<file path="config.mk">
export PLATFORM = sky130hd
export DESIGN_NAME = low_pulse_gen
export DESIGN_NICKNAME = d
export VERILOG_FILES = /design/src/rtl/low_pulse_gen_pkg.sv /design/src/rtl/low_pulse_gen_pulse_req_buf.sv /design/src/rtl/low_pulse_gen.sv
export SDC_FILE = /design/constraint.sdc
export NUM_CORES = 1
export LEC_CHECK = 0
export BUFFER_PORTS_ARGS = -buffer_cell sky130_fd_sc_hd__clkbuf_2
export CELL_PAD_IN_SITES_DETAIL_PLACEMENT = 1
export CELL_PAD_IN_SITES_GLOBAL_PLACEMENT = 1
export CORE_AREA = 8 8 61 63
export CTS_CLUSTER_DIAMETER = 40
export DETAILED_ROUTE_END_ITERATION = 8
export DIE_AREA = 0 0 69 71
export MAX_ROUTING_LAYER = met4
export PLACE_DENSITY = 0.68
export SLEW_MARGIN = 40
export SYNTH_ARGS = -nofsm -noshare
export SYNTH_HDL_FRONTEND = slang
export SYNTH_HIERARCHICAL = 1
export SYNTH_SLANG_ARGS = --single-unit
</file>
<file path="constraint.sdc">
create_clock -name clk -period 2.1 [get_ports clk]
set_input_delay 0.21 -clock clk [delete_from_list [all_inputs] [get_ports clk]]
set_output_delay 0.21 -clock clk [all_outputs]
set_load 0.005 [all_outputs]
</file>
<file path="src/rtl/low_pulse_gen_pkg.sv">
// Shared types and constants for the active-low pulse generator.
// Includes the receiver filter threshold that the low width must exceed.
package low_pulse_gen_pkg;

  typedef enum logic [1:0] {
    ST_IDLE = 2'd0,
    ST_LOW  = 2'd1,
    ST_GAP  = 2'd2
  } state_t;

  localparam int LOW_MIN_DEF  = 4;
  localparam int HIGH_MIN_DEF = 4;
  localparam int RX_THRESH    = 3;

  function automatic int max_int(
    input int a,
    input int b
  );
    return (a > b) ? a : b;
  endfunction

endpackage

</file>
<file path="src/rtl/low_pulse_gen_pulse_req_buf.sv">
// One-entry pending request buffer with overflow strobe.
// On drain with a stored entry, a same-cycle request refills the slot.
module pulse_req_buf
  import low_pulse_gen_pkg::*;
#(
  parameter int LW = 4
) (
  input  logic          clk,
  input  logic          rst_n,
  input  logic          req,
  input  logic [LW-1:0] eff_in,
  input  logic          drain,
  output logic          valid,
  output logic          valid_next,
  output logic [LW-1:0] eff,
  output logic          ovf
);

  logic          take;
  logic [LW-1:0] eff_n;
  logic          ovf_n;

  // An empty buffer at drain time lets the FSM consume the request directly.
  assign take = req && !(drain && !valid);

  always_comb begin
    valid_next = valid;
    eff_n      = eff;
    ovf_n      = 1'b0;
    if (drain && valid) begin
      valid_next = take;
      if (take) eff_n = eff_in;
    end else if (take) begin
      if (valid) begin
        ovf_n = 1'b1;
      end else begin
        valid_next = 1'b1;
        eff_n      = eff_in;
      end
    end
  end

  always_ff @(posedge clk or negedge rst_n) begin
    if (!rst_n) begin
      valid <= 1'b0;
      eff   <= '0;
      ovf   <= 1'b0;
    end else begin
      valid <= valid_next;
      eff   <= eff_n;
      ovf   <= ovf_n;
    end
  end

endmodule

</file>
<file path="src/rtl/low_pulse_gen.sv">
// Turns single-cycle triggers into active-low pulses with
// guaranteed minimum low width and minimum high recovery gap.
module low_pulse_gen
  import low_pulse_gen_pkg::*;
#(
  parameter int LOW_MIN  = LOW_MIN_DEF,
  parameter int HIGH_MIN = HIGH_MIN_DEF,
  parameter int LW       = 4
) (
  input  logic          clk,
  input  logic          rst_n,
  input  logic          trig,
  input  logic [LW-1:0] len,
  output logic          out,
  output logic          busy,
  output logic          done,
  output logic          ovf
);

  localparam int CW = max_int(LW, $clog2(HIGH_MIN));

  generate
    if (LOW_MIN <= RX_THRESH || LOW_MIN > 15 ||
        LOW_MIN > (2 ** LW) - 1) begin : g_bad_low_min
      $error("LOW_MIN out of range for receiver threshold or LW");
    end
    if (HIGH_MIN < 1 || HIGH_MIN > 15) begin : g_bad_high_min
      $error("HIGH_MIN out of range");
    end
  endgenerate

  state_t        state_q;
  state_t        state_n;
  logic [CW-1:0] cnt_q;
  logic [CW-1:0] cnt_n;
  logic [LW-1:0] eff;
  logic          active;
  logic          last_gap;
  logic          pend_valid;
  logic          pend_valid_n;
  logic [LW-1:0] pend_eff;

  assign eff      = (len < LW'(LOW_MIN)) ? LW'(LOW_MIN) : len;
  assign active   = (state_q != ST_IDLE);
  assign last_gap = (state_q == ST_GAP) && (cnt_q == '0);

  pulse_req_buf #(
    .LW(LW)
  ) u_buf (
    .clk        (clk),
    .rst_n      (rst_n),
    .req        (trig && active),
    .eff_in     (eff),
    .drain      (last_gap),
    .valid      (pend_valid),
    .valid_next (pend_valid_n),
    .eff        (pend_eff),
    .ovf        (ovf)
  );

  always_comb begin
    state_n = state_q;
    cnt_n   = cnt_q;
    unique case (state_q)
      ST_IDLE: begin
        if (trig) begin
          state_n = ST_LOW;
          cnt_n   = CW'(eff) - CW'(1);
        end
      end
      ST_LOW: begin
        if (cnt_q == '0) begin
          state_n = ST_GAP;
          cnt_n   = CW'(HIGH_MIN - 1);
        end else begin
          cnt_n = cnt_q - CW'(1);
        end
      end
      ST_GAP: begin
        if (cnt_q != '0) begin
          cnt_n = cnt_q - CW'(1);
        end else if (pend_valid) begin
          state_n = ST_LOW;
          cnt_n   = CW'(pend_eff) - CW'(1);
        end else if (trig) begin
          state_n = ST_LOW;
          cnt_n   = CW'(eff) - CW'(1);
        end else begin
          state_n = ST_IDLE;
          cnt_n   = '0;
        end
      end
      default: begin
        state_n = ST_IDLE;
        cnt_n   = '0;
      end
    endcase
  end

  always_ff @(posedge clk or negedge rst_n) begin
    if (!rst_n) begin
      state_q <= ST_IDLE;
      cnt_q   <= '0;
      out     <= 1'b1;
      done    <= 1'b0;
      busy    <= 1'b0;
    end else begin
      state_q <= state_n;
      cnt_q   <= cnt_n;
      out     <= (state_n != ST_LOW);
      done    <= (state_q == ST_LOW) && (cnt_q == '0);
      busy    <= (state_n != ST_IDLE) || pend_valid_n;
    end
  end

endmodule

</file>
==> results.py, run 1 <==
metrics = {
    "clocking": {
        "postCtsSetupBuffers": 0,
        "cts_sinks": 15,
        "cts_tree": "built",
        "clockBufferDepth": 2,
        "cts_buffers": 3,
        "cts_root_buf": "clkbuf_4",
        "htree_num_levels": 1,
        "clk_latency_ns": 0.30,
        "clk_pin_slew_worst_paths_ns": 0.10,
    },
    "synthesis": {
        "syn_avg_cell_area_um2": 9.23,
        "synthAdderAreaFrac": 0.0537,
        "netlist_area_um2": 932,
        "synth_warnings": 6,
        "synth.most_common_cell": "dfrtp_1",
        "synth-simple-area-share": 0.187,
        "async_reset_ff_frac": 1.00,
        "yosys.area_share.xor_xnor": 0.0282,
        "synth-edff-count": 0,
        "syn_inst": 101,
        "ys_seq_area_frac": 0.404,
        "yosys-top-cells-area": "dfrtp_1 38%, mux2_2 6.0%, ha_1 5.4%, nand2b_1 4.0%, o21ai_1 3.8%",
        "synth-compound-area-share": 0.212,
        "synthMuxAreaShare": 0.0604,
        "synthDominantCellAreaShare": 0.376,
        "netlist_top_cells_count": "14 x dfrtp_1, 8 x nor2_1, 7 x o21ai_1",
        "synth_top_family_by_area": "compound AO/OA/AOI/OAI gates",
        "synthesis.nets": 112,
        "ys_ff_latch": 15,
        "synth_flop_cell": "dfrtp_1",
        "yosysTopAreaCell": "dfrtp_1",
        "synth_cell_types": 37,
    },
    "sta": {
        "tns_ns": 0,
        "setup_viol": 0,
        "fin_skew_ns": 0.00936,
        "timing.fmax_mhz": 556,
        "fin_crit_ns": 1.80,
        "post-route-period-util": 0.856,
        "rsz0062_at_grt": "no",
        "drv_slew": 0,
        "hold_viol": 0,
        "maxSlewHeadroom": 0.727,
        "worst_pin_slew_ns": 0.403,
    },
    "worst_setup_path": {
        "cp_slowest_cell": "dfrtp_1",
        "path_cells": "inv_1 > ha_1 > nor3b_2 > and2_1 > xnor2_1 > nand2_1 > mux2_2",
        "cp_max_fo": 4,
        "start_kind": "flip-flop",
        "path_class": "reg2reg",
        "arrival_ns": 1.99,
        "crit_family": "simple AND/OR/NAND/NOR gates",
        "crit_path_max_incr_delay_ns": 0.40,
        "cp_num_buf_inv": 1,
        "r2r_start": "cnt_q[0]",
        "worstSetupStartpoint": "cnt_q[0]",
        "end_kind": "flip-flop",
        "cp.required_ns": 2.29,
    },
    "worst_hold_path": {
        "min-delay-start": "len[3]",
        "hp-class": "in2reg",
    },
    "power": {
        "power_w": 0.00128,
        "pwr-share-clk": 0.146,
        "power_density_mw_per_mm2": 1210,
        "pwr-share-seq": 0.391,
        "internal_power_w": 0.000753,
        "switching_share": 0.410,
        "ir_worst_vdd_uv": 551,
        "p_comb_frac": 0.463,
        "power.switching_w": 0.000524,
        "p_leak_nw": 0.470,
    },
    "run_status": {
        "status": "completed",
    },
    "grt": {
        "grt_pass1_vias": 811,
        "grt_pass1_wl_mm": 3.66,
        "overflow": 0,
        "grt.total_usage": 0.0940,
        "antenna_found_initial": 0,
        "grt_max_degree": 16,
    },
    "die": {
        "die_w_um": 69,
        "dieArea_mm2": 0.00490,
        "num_rows": 20,
        "die_y_um": 71,
        "io_pins": 11,
        "core_mm2": 0.00285,
        "initial_core_util": 0.327,
    },
    "place": {
        "place_congestion": 0.935,
        "place.port_buffers": 10,
        "place_hpwl_mm": 1.72,
    },
    "detailed_routing": {
        "ant_nets": 0,
        "drt_pass1_iterations": 4,
        "drc": 0,
        "dr_total_vias": 766,
        "wl_per_cell_um": 14.7,
        "viasPerCell": 5.25,
        "wl_mm": 2.14,
        "initialDrtViolationCount": 28,
    },
    "cells_and_area": {
        "nets": 125,
        "drive_gt1_frac": 0.248,
        "syn2layout_area_growth_pct": 13.0,
        "diodes": 0,
        "final.fill_count": 352,
    },
    "run": {
        "drv_cap": 0,
    },
}
-- layer usage --
metal / GRT usage / up-vias / wire, µm
li1: - / 380 / -
met3: 0.0224 / 4 / 41
met5: - / - / 0
met1: 0.101 / 378 / 986
met4: 0.0478 / 0 / 45
met2: 0.158 / 4 / 1070
-- cell type report --
type | count | area [µm²] | share of cell area
Sequential cell | 15 | 377 | 0.357
Multi-Input combinational cell | 73 | 504 | 0.479
Tap cell | 33 | 41.3 | 0.0392
Timing Repair Buffer | 12 | 67.6 | 0.0641
Clock buffer | 3 | 22.5 | 0.0214
Clock inverter | 1 | 7.51 | 0.00713
Inverter | 9 | 33.8 | 0.0321
-- worst register-to-register path, delay by kind of cell (launching register included) --
kind,cells,cell delay (ns)
simple gates,3,0.55
flops,1,0.40
fa+ha+maj,1,0.20
xor+xnor,1,0.08
mux,1,0.35
buf+inv,1,0.10
-- cell families (layout without fill, tap and decap cells) --
logic type               count (synthesis)  in the layout
AO/OA/AOI/OAI                           29             29
XOR/XNOR                                 3              3
adder cells (fa/ha/maj)                  4              4
buffers and inverters                   13             25
flip-flops                              15             15
multiplexers                             5              5
AND/OR/NAND/NOR                         32             32
-- power by group through the flow --
stage	clock, W	combinational [W]	sequential (W)
floorplan	0	0.000472	0.000459
global placement	0	0.000577	0.000502
detailed placement	0	0.000596	0.000506
CTS	0.000191	0.000604	0.000500
global route	0.000196	0.000670	0.000520
finish	0.000186	0.000591	0.000499
-- worst paths after layout --
kind	cells after the start	endpoint	slack, ns
min in group asynchronous	2	cnt_q[2]	0.33
max in group asynchronous	2	out	1.47
min reg2reg	1	u_buf/eff[3]	0.54
max reg2reg	7	u_buf/eff[1]	0.30
max	7	u_buf/eff[1]	0.30
min	2	u_buf/eff[3]	0.21
-- repair_timing --
action / CTS / global route
setup endpoints to repair: 0 / 0
hold endpoints to repair: 14 / 0
resized for setup: 0 / 0
hold buffers: 1 / 0
-- state kept, by name, indices dropped and copies added (netlist names) --
name and flops:
state_q 2, u_buf/valid 1, done 1, u_buf/ovf 1, cnt_q 4, busy 1, out 1, u_buf/eff 4
-- stage by stage --
step                      hold WS [ns]  area, µm²  std cells  setup slack, ns   util
final                            0.211       1050        146            0.302  0.369
after global routing             0.226       1050        146            0.178  0.369
after global placement           0.145       1010        141            0.361  0.355
after floorplan                -0.0856        932        101            0.332      -
after CTS                        0.208       1050        146            0.290  0.369
after detailed placement         0.148       1010        141            0.318  0.355
-- placed cells by master (no fill, tap or decap), types with 2 or more instances in the layout --
cell / count
inv_1: 6
o311a_1: 2
clkbuf_4: 3
o21ai_1: 7
o311ai_1: 2
and2_1: 2
nand3_1: 2
nand2b_1: 6
nor2_1: 8
clkbuf_2: 10
dfrtp_1: 14
mux2_2: 5
a21oi_1: 5
xor2_1: 2
o21ai_0: 4
nand2_1: 6
ha_1: 4
inv_2: 3
Note: power is estimated with default switching activity, not from simulation.
==> run 2, diff against run 1 <==
- PLACE_DENSITY: 0.68 -> 0.62
- RECOVER_POWER: default -> 100
==> results.py, run 2 (same netlist as run 1, synthesis figures left out) <==
metrics = {
    "run_status": {
        "status": "completed",
    },
    "grt": {
        "overflow": 0,
        "grt_max_degree": 16,
        "grt_pass1_vias": 860,
        "grt_pass1_wl_mm": 3.93,
        "grt.total_usage": 0.100,
        "antenna_found_initial": 0,
    },
    "detailed_routing": {
        "ant_nets": 0,
        "drt_pass1_iterations": 4,
        "initialDrtViolationCount": 14,
        "dr_total_vias": 785,
        "wl_met3_um": 84,
        "met2_length_mm": 1.06,
        "viasPerCell": 5.38,
        "met1_length_um": 996,
        "drc": 0,
        "wl_per_cell_um": 15.0,
        "wl_mm": 2.20,
        "highest_layer": "met4",
    },
    "die": {
        "io_pins": 11,
        "die_w_um": 69,
        "core_mm2": 0.00285,
        "num_rows": 20,
        "die_y_um": 71,
        "dieArea_mm2": 0.00490,
        "initial_core_util": 0.327,
    },
    "place": {
        "place_hpwl_mm": 1.75,
        "place.port_buffers": 10,
        "post_dp_cell_area_mm2": 0.00101,
        "place_congestion": 0.869,
        "placed_cells": 141,
    },
    "power": {
        "ir_worst_vdd_uv": 511,
        "p_leak_nw": 0.453,
        "power_density_mw_per_mm2": 1190,
    },
    "worst_setup_path": {
        "path_cells": "inv_1 > ha_1 > nor3b_2 > and2_0 > xnor2_1 > nand2_1 > mux2_2",
        "cp_slowest_cell": "dfrtp_1",
        "cp.required_ns": 2.29,
        "crit_path_max_incr_delay_ns": 0.41,
        "cp_max_fo": 4,
        "rrSetupSlack_ns": 0.23,
        "rr_worst_depth": 7,
        "worstReg2RegEnd": "u_buf/eff[3]",
        "arrival_ns": 2.06,
        "r2r_start": "cnt_q[0]",
        "path_class": "reg2reg",
        "start_kind": "flip-flop",
        "end_kind": "flip-flop",
    },
    "sta": {
        "setup_viol": 0,
        "timing.fmax_mhz": 535,
        "rsz0062_at_grt": "no",
        "worst_pin_slew_ns": 0.810,
        "fin_skew_ns": 0.00444,
        "maxSlewHeadroom": 0.460,
        "drv_slew": 0,
        "tns_ns": 0,
        "hold_viol": 0,
        "post-route-period-util": 0.891,
        "fin_crit_ns": 1.87,
    },
    "worst_hold_path": {
        "whs_path_depth": 2,
        "hold_end": "u_buf/eff[3]",
        "hp-class": "in2reg",
        "min-delay-start": "len[3]",
    },
    "clocking": {
        "cts_tree": "built",
        "clockBufferDepth": 2,
        "cts_root_buf": "clkbuf_4",
        "hold_buffers": 1,
        "clk_latency_ns": 0.29,
        "post_cts_resized": 0,
        "cts_sinks": 15,
        "cts_buffers": 3,
        "clk_pin_slew_worst_paths_ns": 0.10,
        "htree_num_levels": 1,
        "postCtsSetupBuffers": 0,
    },
    "cells_and_area": {
        "nets": 125,
        "diodes": 0,
        "final_area_mm2": 0.00104,
        "drive_gt1_frac": 0.186,
        "syn2layout_area_growth_pct": 11.4,
        "final_cell_mix": "14 x dfrtp_1, 8 x nor2_1, 7 x nand2_1, 7 x o21ai_0, 7 x clkbuf_2",
        "biggestRegsByFlops": "cnt_q x4, u_buf/eff x4, state_q x2",
        "final_cells": 146,
        "final_common_cell": "dfrtp_1",
        "post-route-util": 0.364,
    },
    "run": {
        "drv_cap": 0,
    },
}
run 2: cell type report:
cell class | instances | area [µm²]
fillers | 363 | 1810
multi-input cells | 73 | 493
flip-flops and latches | 15 | 377
repair buffers | 12 | 63.8
well taps | 33 | 41.3
inverters | 9 | 33.8
clock buffers | 3 | 22.5
clock inverters | 1 | 7.51
run 2: worst max-delay path by stage:
stage | startpoint | end | slack (ns)
final | cnt_q[0] | u_buf/eff[3] | 0.23
after global placement | cnt_q[0] | u_buf/eff[1] | 0.27
after floorplan | cnt_q[0] | u_buf/eff[0] | 0.33
after detailed placement | cnt_q[0] | u_buf/eff[1] | 0.25
after CTS | cnt_q[0] | u_buf/eff[3] | 0.23
after global routing | cnt_q[0] | u_buf/eff[2] | 0.06
run 2: power breakdown:
| part | switching (W) | leakage (nW) | total (W) | internal [W] |
|---|---|---|---|---|
| Sequential | 0.000104 | 0.178 | 0.000498 | 0.000394 |
| Combinational | 0.000294 | 0.261 | 0.000561 | 0.000267 |
| Clock | 0.000106 | 0.0139 | 0.000178 | 0.0000724 |
| Total | 0.000503 | 0.453 | 0.00124 | 0.000734 |
run 2: per-stage QoR:
stage	hold slack (ns)	worst slack [ns]	power, W
floorplan	-0.0856	0.332	0.000930
detailed placement	0.150	0.251	0.00110
CTS	0.221	0.234	0.00129
global route	0.237	0.0630	0.00136
finish	0.224	0.229	0.00124
global placement	0.149	0.267	0.00109
run 2: per-layer routing:
metal	track usage	vias up
li1	-	381
met3	0.0196	6
met2	0.163	13
met5	-	-
met1	0.111	385
met4	0.0615	0
run 2: worst max-delay path: cells and delay by family, from the launching register on:
kind          cells  cell delay (ns)
simple gates      3             0.61
flops             1             0.41
mux               1             0.36
fa+ha+maj         1             0.20
buf+inv           1             0.10
xor+xnor          1             0.09
==> run 3, diff against run 2 <==
- REMOVE_ABC_BUFFERS: default -> 1
- SYNTH_HIERARCHICAL: 1 -> default
==> results.py, run 3 <==
metrics = {
    "synthesis": {
        "syn_inst": 102,
        "yosys-top-cells-area": "dfrtp_1 37%, o21ai_0 5.9%, ha_1 5.3%, inv_1 4.0%, nand2_1 3.2%",
        "synth_warnings": 0,
        "synthDominantCellAreaShare": 0.374,
        "yosysTopAreaCell": "dfrtp_1",
        "netlist_top_cells_count": "14 x dfrtp_1, 11 x o21ai_0, 10 x inv_1",
        "netlist_area_um2": 937,
        "ys_seq_area_frac": 0.402,
        "synth.most_common_cell": "dfrtp_1",
        "synth_cell_types": 40,
        "syn_avg_cell_area_um2": 9.19,
        "ys_ff_latch": 15,
        "async_reset_ff_frac": 1.00,
        "synth_flop_cell": "dfrtp_1",
        "synth-edff-count": 0,
    },
    "power": {
        "ir_worst_vdd_uv": 531,
        "power_density_mw_per_mm2": 1260,
        "p_leak_nw": 0.461,
    },
    "place": {
        "post_dp_cell_area_mm2": 0.00102,
        "place.port_buffers": 10,
        "place_congestion": 0.848,
        "place_hpwl_mm": 1.89,
    },
    "detailed_routing": {
        "drt_pass1_iterations": 4,
        "viasPerCell": 5.43,
        "ant_nets": 0,
        "initialDrtViolationCount": 35,
        "drc": 0,
        "wl_per_cell_um": 16.8,
        "wl_mm": 2.47,
        "dr_total_vias": 798,
    },
    "sta": {
        "tns_ns": 0,
        "fin_crit_ns": 2.00,
        "hold_viol": 0,
        "maxSlewHeadroom": 0.445,
        "rsz0062_at_grt": "no",
        "setup_viol": 0,
        "worst_pin_slew_ns": 0.832,
        "post-route-period-util": 0.954,
        "drv_slew": 0,
        "timing.fmax_mhz": 499,
        "whs_ns": 0.201,
        "fin_skew_ns": 0.00942,
    },
    "run": {
        "drv_cap": 0,
    },
    "die": {
        "core_mm2": 0.00285,
        "die_w_um": 69,
        "dieArea_mm2": 0.00490,
        "num_rows": 20,
        "io_pins": 11,
        "initial_core_util": 0.329,
        "die_y_um": 71,
    },
    "worst_setup_path": {
        "cp_max_fo": 4,
        "end_kind": "flip-flop",
        "crit_path_max_incr_delay_ns": 0.41,
        "crit_family": "simple AND/OR/NAND/NOR gates",
        "path_cells": "inv_1 > ha_2 > or3b_1 > and2_4 > o32a_1 > or3_1",
        "start_kind": "flip-flop",
        "cp_num_buf_inv": 1,
        "arrival_ns": 2.19,
        "cp_slowest_cell": "dfrtp_1",
        "path_class": "reg2reg",
        "cp.required_ns": 2.29,
    },
    "cells_and_area": {
        "final_common_cell": "dfrtp_1",
        "nets": 126,
        "final.fill_count": 358,
        "diodes": 0,
        "drive_gt1_frac": 0.175,
        "final_cell_mix": "14 x dfrtp_1, 11 x o21ai_0, 10 x inv_1, 8 x nand2_1, 6 x clkbuf_2",
        "biggestRegsByFlops": "cnt_q x4, u_buf.eff x4, state_q x2",
        "syn2layout_area_growth_pct": 13.9,
        "final_area_mm2": 0.00107,
    },
    "clocking": {
        "clk_latency_ns": 0.30,
        "cts_sinks": 15,
        "clk_pin_slew_worst_paths_ns": 0.10,
        "htree_num_levels": 1,
        "cts_root_buf": "clkbuf_4",
        "cts_buffers": 3,
        "clockBufferDepth": 2,
        "cts_tree": "built",
    },
    "grt": {
        "antenna_found_initial": 0,
        "grt_pass1_vias": 889,
        "overflow": 0,
        "grt.total_usage": 0.111,
        "grt_pass1_wl_mm": 4.35,
        "grt_max_degree": 17,
    },
    "run_status": {
        "status": "completed",
    },
    "worst_hold_path": {
        "hp-class": "in2reg",
    },
}
-- run 3: tightest hold or removal path, cell delays in order --
cell	delay, ns
clkbuf_2	0.12
nand2_1	0.07
o2bb2ai_1	0.07
-- run 3: where the power goes --
group	internal, W	switching (W)
combinational	0.000304	0.000327
sequential	0.000407	0.000123
clock	0.0000726	0.000107
-- run 3: path summary, 6_finish.rpt --
check | start | end | slack (ns) | cells after the start
max in group asynchronous | rst_n | cnt_q[2] | 1.07 | 2
worst max register to register | cnt_q[0] | busy | 0.1 | 6
worst min-delay path | len[3] | u_buf.eff[3] | 0.20 | 3
worst max-delay path | cnt_q[0] | busy | 0.1 | 6
worst min register to register | u_buf.eff[3] | u_buf.eff[3] | 0.53 | 1
min in group asynchronous | rst_n | busy | 0.51 | 2
-- run 3: routing by layer --
layer | vias to the layer above | global-route usage | wire, µm
li1 | 389 | - | -
met4 | 0 | 0.0547 | 59
met5 | - | - | 0
met1 | 387 | 0.121 | 1070
met2 | 15 | 0.188 | 1250
met3 | 7 | 0.0224 | 89
-- run 3: timing repair --
item,in CTS,in global routing
hold endpoints to repair,14,0
setup endpoints to repair,0,3
gates resized for setup,0,2
hold buffers,1,0
setup buffers,0,0
-- run 3: cells by family (layout without fill, tap and decap cells) --
logic type	after synthesis	after routing	synth area share
xor+xnor	3	3	0.0280
buf+inv	15	27	0.0614
flops	15	15	0.402
compound gates	38	38	0.290
mux	2	2	0.0227
fa+ha+maj	4	4	0.0534
simple gates	25	25	0.143
-- run 3: cell type report --
class	count	area, µm²	share of cell area
well taps	33	41.3	0.0387
clock inverters	1	7.51	0.00703
flip-flops and latches	15	377	0.353
clock buffers	3	22.5	0.0211
multi-input cells	72	512	0.479
repair buffers	13	70.1	0.0657
inverters	10	37.5	0.0352
-- run 3: through the flow --
stage	util	power (W)	std cells	setup slack, ns
after floorplan	-	0.000959	97	0.152
after global placement	0.359	0.00115	142	0.182
after detailed placement	0.359	0.00117	142	0.0962
after CTS	0.373	0.00136	147	0.104
after global routing	0.374	0.00147	147	0.000979
final	0.374	0.00134	147	0.0966
